## src/rtl/uart_rx_if.sv

```systemverilog
// uart_rx_if: serial line input plus received-byte outputs of the UART receiver.
interface uart_rx_if;
    logic       uart_rx;
    logic [7:0] data_out;
    logic       rx_valid;
    logic       frame_err;
    logic       busy;
    modport master (output uart_rx, input data_out, rx_valid, frame_err, busy);
    modport slave  (input uart_rx, output data_out, rx_valid, frame_err, busy);
endinterface

```

## src/rtl/uart_rx.sv

```systemverilog
// uart_rx: 8N1 serial receiver with 2-flop synchronizer and mid-bit sampling.
module uart_rx #(
    parameter int CLK_DIV  = 234,
    parameter int CLK_HALF = 117
) (
    input logic      clk,
    input logic      reset,
    uart_rx_if.slave bus
);
    typedef enum logic [1:0] {IDLE, START, DATA, STOP} state_t;
    localparam logic [8:0] HALF_END = 9'(CLK_HALF - 1);
    localparam logic [8:0] BIT_END  = 9'(CLK_DIV - 1);
    state_t     state_q, state_d;
    logic       sync_q, rx_s_q, rx_d_q;
    logic [8:0] cnt_q, cnt_d;
    logic [2:0] idx_q, idx_d;
    logic [7:0] shift_q, shift_d, data_q, data_d;
    logic       valid_q, valid_d, ferr_q, ferr_d;

    always_ff @(posedge clk or posedge reset) begin
        if (reset) begin
            sync_q  <= 1'b1;
            rx_s_q  <= 1'b1;
            rx_d_q  <= 1'b1;
            state_q <= IDLE;
            cnt_q   <= '0;
            idx_q   <= '0;
            shift_q <= '0;
            data_q  <= '0;
            valid_q <= 1'b0;
            ferr_q  <= 1'b0;
        end else begin
            sync_q  <= bus.uart_rx;
            rx_s_q  <= sync_q;
            rx_d_q  <= rx_s_q;
            state_q <= state_d;
            cnt_q   <= cnt_d;
            idx_q   <= idx_d;
            shift_q <= shift_d;
            data_q  <= data_d;
            valid_q <= valid_d;
            ferr_q  <= ferr_d;
        end
    end

    // Pulses are registered so rx_valid rises in the same cycle data_out changes.
    always_comb begin
        state_d = state_q;
        cnt_d   = cnt_q;
        idx_d   = idx_q;
        shift_d = shift_q;
        data_d  = data_q;
        valid_d = 1'b0;
        ferr_d  = 1'b0;
        case (state_q)
            IDLE: begin
                cnt_d = '0;
                if (rx_d_q && !rx_s_q) state_d = START;
            end
            START: begin
                cnt_d = (cnt_q == HALF_END) ? '0 : cnt_q + 9'd1;
                idx_d = '0;
                if (cnt_q == HALF_END) state_d = rx_s_q ? IDLE : DATA;
            end
            DATA: begin
                cnt_d = (cnt_q == BIT_END) ? '0 : cnt_q + 9'd1;
                if (cnt_q == BIT_END) begin
                    shift_d[idx_q] = rx_s_q;
                    idx_d = idx_q + 3'd1;
                    if (idx_q == 3'd7) state_d = STOP;
                end
            end
            STOP: begin
                cnt_d = (cnt_q == BIT_END) ? '0 : cnt_q + 9'd1;
                if (cnt_q == BIT_END) begin
                    state_d = IDLE;
                    valid_d = rx_s_q;
                    ferr_d  = !rx_s_q;
                    data_d  = rx_s_q ? shift_q : data_q;
                end
            end
            default: begin
                state_d = IDLE;
                cnt_d   = '0;
            end
        endcase
    end

    assign bus.data_out  = data_q;
    assign bus.rx_valid  = valid_q;
    assign bus.frame_err = ferr_q;
    assign bus.busy      = (state_q != IDLE);
endmodule

```

## src/flat_wrapper.sv

```systemverilog
// flat-port wrapper written by rule: the top's interface ports become plain ports
module uart_rx_flat 
#(
    parameter int CLK_DIV  = 234,
    parameter int CLK_HALF = 117
)
  (clk, reset, bus_uart_rx, bus_data_out, bus_rx_valid, bus_frame_err, bus_busy);
  uart_rx_if bus_i ();
  input logic clk;
  input logic reset;
  input wire logic [$bits(bus_i.uart_rx)-1:0] bus_uart_rx;
  output wire logic [$bits(bus_i.data_out)-1:0] bus_data_out;
  output wire logic [$bits(bus_i.rx_valid)-1:0] bus_rx_valid;
  output wire logic [$bits(bus_i.frame_err)-1:0] bus_frame_err;
  output wire logic [$bits(bus_i.busy)-1:0] bus_busy;
  assign bus_i.uart_rx = bus_uart_rx;
  assign bus_data_out = bus_i.data_out;
  assign bus_rx_valid = bus_i.rx_valid;
  assign bus_frame_err = bus_i.frame_err;
  assign bus_busy = bus_i.busy;
  uart_rx #(.CLK_DIV(CLK_DIV), .CLK_HALF(CLK_HALF)) u_core (.clk(clk), .reset(reset), .bus(bus_i));
endmodule
```

## config.mk

```make
export PLATFORM = sky130hd
export DESIGN_NAME = uart_rx_flat
export DESIGN_NICKNAME = d
export VERILOG_FILES = /design/src/rtl/uart_rx_if.sv /design/src/rtl/uart_rx.sv /design/src/flat_wrapper.sv
export SDC_FILE = /design/constraint.sdc
export NUM_CORES = 1
export LEC_CHECK = 0
export BUFFER_PORTS_ARGS = -buffer_cell sky130_fd_sc_hd__buf_4
export CAP_MARGIN = 10
export CORE_UTILIZATION = 52
export DETAILED_ROUTE_END_ITERATION = 10
export MAX_ROUTING_LAYER = met4
export PLACE_DENSITY = 0.74
export SLEW_MARGIN = 20
export SYNTH_ARGS = -nofsm -noshare
export SYNTH_HDL_FRONTEND = slang
export SYNTH_SLANG_ARGS = --single-unit
```

## constraint.sdc

```tcl
create_clock -name clk -period 1.95 [get_ports clk]
set_input_delay 0.2925 -clock clk [delete_from_list [all_inputs] [get_ports clk]]
set_output_delay 0.2925 -clock clk [all_outputs]
set_load 0.03 [all_outputs]
```

**Word-level counts from Yosys, hierarchy flattened**

Cells that the tools add are included.

- Register bits after elaboration: 35
- Output and inout port bits: 11

- Add/sub/neg operators: 2
- $lt $le $gt $ge: 2
- Equality and inequality tests: 11
- Muxes and demuxes: 19
- Reductions and logical operators: 11

Operators by type and width:

| cell | count |
|---|---|
| 9-bit one-hot mux with 3 select lines | 1 |
| 9-bit two-way mux | 2 |
| 2-bit two-way mux | 6 |
| 2-bit by 1-bit inequality test with 1-bit output (second input constant) | 5 |
| 9-bit by 1-bit adder with 9-bit output (second input constant) | 1 |
| 9-bit by 7-bit == test with 1-bit output (second input constant) | 1 |
| 9-bit by 8-bit == test with 1-bit output (second input constant) | 1 |
| 8-bit bitwise mux | 1 |
| 2-bit one-hot mux with 4 select lines | 1 |
| 3-bit one-hot mux with 2 select lines | 1 |
| 1-bit two-way mux | 5 |
| 5-bit AND reduction | 1 |
| 2-bit == test (second input constant) | 2 |
| 3-bit by 4-bit less-than comparator with 1-bit output (second input constant) | 1 |
| 2-bit AND reduction | 2 |
| 2-bit nonzero test | 2 |
| 3-bit by 1-bit adder with 3-bit output (second input constant) | 1 |
| 1-bit demux with 3-bit select | 1 |
| 3-bit == test (second input constant) | 1 |
| 3-bit by 1-bit greater-or-equal comparator with 1-bit output (second input constant) | 1 |
| 3-bit two-way mux | 1 |
| 3-bit AND reduction | 1 |
| 2-bit by 1-bit == test with 1-bit output (second input constant) | 1 |
| 1-bit logical AND | 2 |
| 3 further kinds | 3 |

**Longest topological paths before layout**

- Depth after elaboration: 5
- Depth in mapped cells: 6
- Mapped depth without buffers: 5

**Least setup slack after synthesis**

No wires, ideal clock.

- Path kind: reg2reg
- Start: register u_core.cnt_q[2]
- End: register u_core.shift_q[0]
- Data arrival time: 1838 ps
- Required time: 1825 ps
- Path slack: -13 ps
- Stages on the path, launching flop included: 7
- Buffers on the path: 3
- Clock period less this slack: 1963 ps
- Cells stage by stage: dfrtp_1 -> clkbuf_2 -> or4b_1 -> buf_2 -> buf_6 -> nor4_1 -> mux2_2

- Word-level cells in the longest chain between the ends: 2

RTL lines:

| element | line | text |
|---|---|---|
| from (decl) | uart_rx.sv:15 | `logic [8:0] cnt_q, cnt_d;` |
| from (signal assigned) | uart_rx.sv:37 | `cnt_q <= cnt_d;` |
| 9-bit by 8-bit == test with 1-bit output | uart_rx.sv:67 | `if (cnt_q == BIT_END) begin` |
| 2-bit AND reduction (no source line) | - |  |
| to (signal assigned) | uart_rx.sv:39 | `shift_q <= shift_d;` |
| to (decl) | uart_rx.sv:17 | `logic [7:0] shift_q, shift_d, data_q, data_d;` |

No other way between the ends.
A chain may end at the register's enable or synchronous reset.

**Worst setup path in the final report**

- Start: register u_core.cnt_q[8]
- End: register u_core.data_q[1] (netlist: u_core.bus.data_out[1])

- Word-level cells in the longest chain between the ends: 2

RTL lines:

| element | line | text |
|---|---|---|
| 9-bit by 8-bit == test with 1-bit output | uart_rx.sv:75 | `if (cnt_q == BIT_END) begin` |
| 3-bit AND reduction (no source line) | - |  |
| to (signal assigned) | uart_rx.sv:40 | `data_q <= data_d;` |
| to (decl) | uart_rx.sv:17 |  |

No other way between the ends.

==> impl_metrics.toml <==
[route]
routedWlPerCell_um = 14.9
drt-pass1-iter-count = 5
avgViaCountPerCell = 5.96
routed_wl_um = 3210
num_vias = 1287
drt_iter0_markers = 30
ant_nets = 0
drc = 0

[hold_path]
worstHoldPathType = "primary input to async pin"

[flow_run]
cap_violations = 0

[placement]
io_buffers = 13
dpl.hpwl_um = 2230
place_ws_ps = 3.27
place.gp.congestion = 0.816

[timing]
hold_violations = 0
fin_tns_setup_ps = 0
skew_ps = 9.80
fmaxAchievable_mhz = 524
slew_headroom = 0.715
rsz0062_at_grt = "yes"
setup_viol = 0
worst_pin_slew_ps = 427
setup_slack_ps = 41.1
fin_crit_sh = 0.979
drv_slew = 0
timing.final.crit_period_ps = 1910

[cts]
cts_max_path_buffers = 2
clock_latency_ps = 330
tritoncts = "done"
root_buffer = "clkbuf_4"
holdBufCountCts = 0
numClockSinks = 35
path_clk_slew_ps = 100
htree_levels = 2
cts_buffers = 5

[logic_synthesis]
synthTopCellsByArea = "dfrtp_1, mux2_2, dfstp_2, ha_1, nor4_1"
yosysSeqAreaShare = 0.525
synth.distinct_cells = 40
synthesis.instances = 141
synth_top_area_frac = 0.478
syn_area_mm2 = 0.00168
synth_top_area_cell = "dfrtp_1"
syn_avg_cell_area_um2 = 11.9
syn_nets = 149
ys_warn_count = 0
synth-seq-cells = 35

[die]
start_util = 0.549
die_h_um = 58.8
coreArea_mm2 = 0.00305
io_pins = 14
rows = 20
dieArea_mm2 = 0.00345
die_x_um = 58.8

[finish]
syn_to_final_growth_pct = 19.3
fillers = 250
layout.nets = 179
diodes = 0
drive_above_1_share = 0.372

[power_and_ir_drop]
powerDensity_mw_per_mm2 = 799
ir_drop_mv = 0.601
leakagePower_uw = 0.000937
total_power_uw = 1600

[critical_path]
crit_type = "flop to flop"
cp.required_ps = 2170
start_kind = "flop"
critPathCaptureType = "flop"
cp_data_arrival_time_ps = 2130
cp_max_fo = 13

[grt]
overflow = 0
grt_pass1_vias = 1211
grt_max_degree = 36
grt_pass1_wl_um = 5420
antenna_found_initial = 0
grt.total_usage = 0.217

[run_status]
status = "completed"
## placed cells by master, fill, tap and decap left out, types with 3 or more instances in the layout
cell      Yosys  layout
dfrtp_1      32      32
buf_4         0      29
mux2_2       16      16
inv_1         8       8
nand4_1       5       5
nor4_1        9       5
nand3_1       5       5
a21oi_1       5       5
ha_1          5       5
clkbuf_4      0       5
nor4_2        0       4
o21ai_0       4       4
or3_1         4       4
a22oi_1       4       4
nand2_1       4       4
dfstp_2       3       3
## layer usage
metal | up-vias | wire (µm) | global-route usage
li1 | 593 | - | -
met4 | 0 | 45 | 0.0816
met5 | - | 0 | -
met3 | 6 | 150 | 0.0527
met2 | 46 | 1490 | 0.315
met1 | 642 | 1530 | 0.296
## cell type report
type                       instances  area, µm²  share of cell area
clock inverter                     1       5.00             0.00250
tap                               44       55.1              0.0276
sequential                        35        880               0.440
clock buffer                       7       45.0              0.0225
inverter                           8       30.0              0.0150
timing repair buffer              30        229               0.115
multi-input combinational         91        754               0.378
## registers in the layout, indices dropped and copies added, names as in the netlist, named ones only
register,flops
u_core.state_q,1
u_core.bus.rx_valid,1
u_core.shift_q,8
u_core.rx_d_q,1
u_core.bus.data_out,8
u_core.sync_q,1
u_core.rx_s_q,1
u_core.bus.frame_err,1
u_core.cnt_q,9
u_core.idx_q,3
## synth_stat cells (all sizes together)
cell	count
nand4bb	1
or4bb	2
xor2	1
a211o	1
or2	1
o211ai	1
or3	4
ha	5
a22oi	4
mux2	16
a22o	2
nand4b	2
xnor2	2
and3	1
nor2b	2
o22a	1
o41ai	2
or4b	2
nand2	4
inv	8
dfstp	3
nand3	5
nor4	9
a31oi	1
clkbuf	5
o21ai	6
and4	2
dfrtp	32
nor4b	1
or3b	1
nand4	5
a21oi	5
buf	2
nor3	2
## power breakdown
part,internal [µW],switching (µW)
Combinational,175,238
Clock,141,230
Sequential,781,31.6
## cells by family (layout without fill, tap and decap cells)
logic type,after synthesis,count (layout),synth area share
flops,35,35,0.525
xor+xnor,3,3,0.0157
buf+inv,15,46,0.0396
simple gates,44,44,0.182
fa+ha+maj,5,5,0.0373
compound gates,23,23,0.0926
mux,16,16,0.108
## timing repair
item                       4_1_cts  5_1_grt
setup buffers                    0        0
gates cloned                     0        0
setup endpoints to repair        1       12
gates resized for setup          1        4
## metrics by stage
step                      instance area [µm²]  cells  hold slack (ps)  utilization
after floorplan                          1680    141              297            -
after global placement                   1920    208              350        0.629
after detailed placement                 1920    208              355        0.629
after CTS                                1980    216             42.8        0.647
after global routing                     2000    216             44.3        0.655
final                                    2000    216             43.4        0.655
## worst max-delay path, stage by stage, from the launching register on
cell and delay (ps):
dfrtp_1 390, or4b_1 540, buf_6 180, nor3_4 190
buf_4 170, mux2_2 330
## final timing paths
kind	slack (ps)	start	cells after the start	to
min in group clk	60	bus_uart_rx	1	u_core.sync_q$_DFF_PP1_
max in group asynchronous	1570	reset	3	u_core.rx_s_q$_DFF_PP1_
worst min register to register	370	u_core.sync_q$_DFF_PP1_	0	u_core.rx_s_q$_DFF_PP1_
worst min-delay path	40	reset	3	u_core.cnt_q[0]$_DFF_PP0_
worst max register to register	40	u_core.cnt_q[8]$_DFF_PP0_	5	u_core.bus.data_out[1]$_DFFE_PP0P_
worst max-delay path	40	u_core.cnt_q[8]$_DFF_PP0_	5	u_core.bus.data_out[1]$_DFFE_PP0P_
No activity file was read; power rests on OpenSTA's default activity.
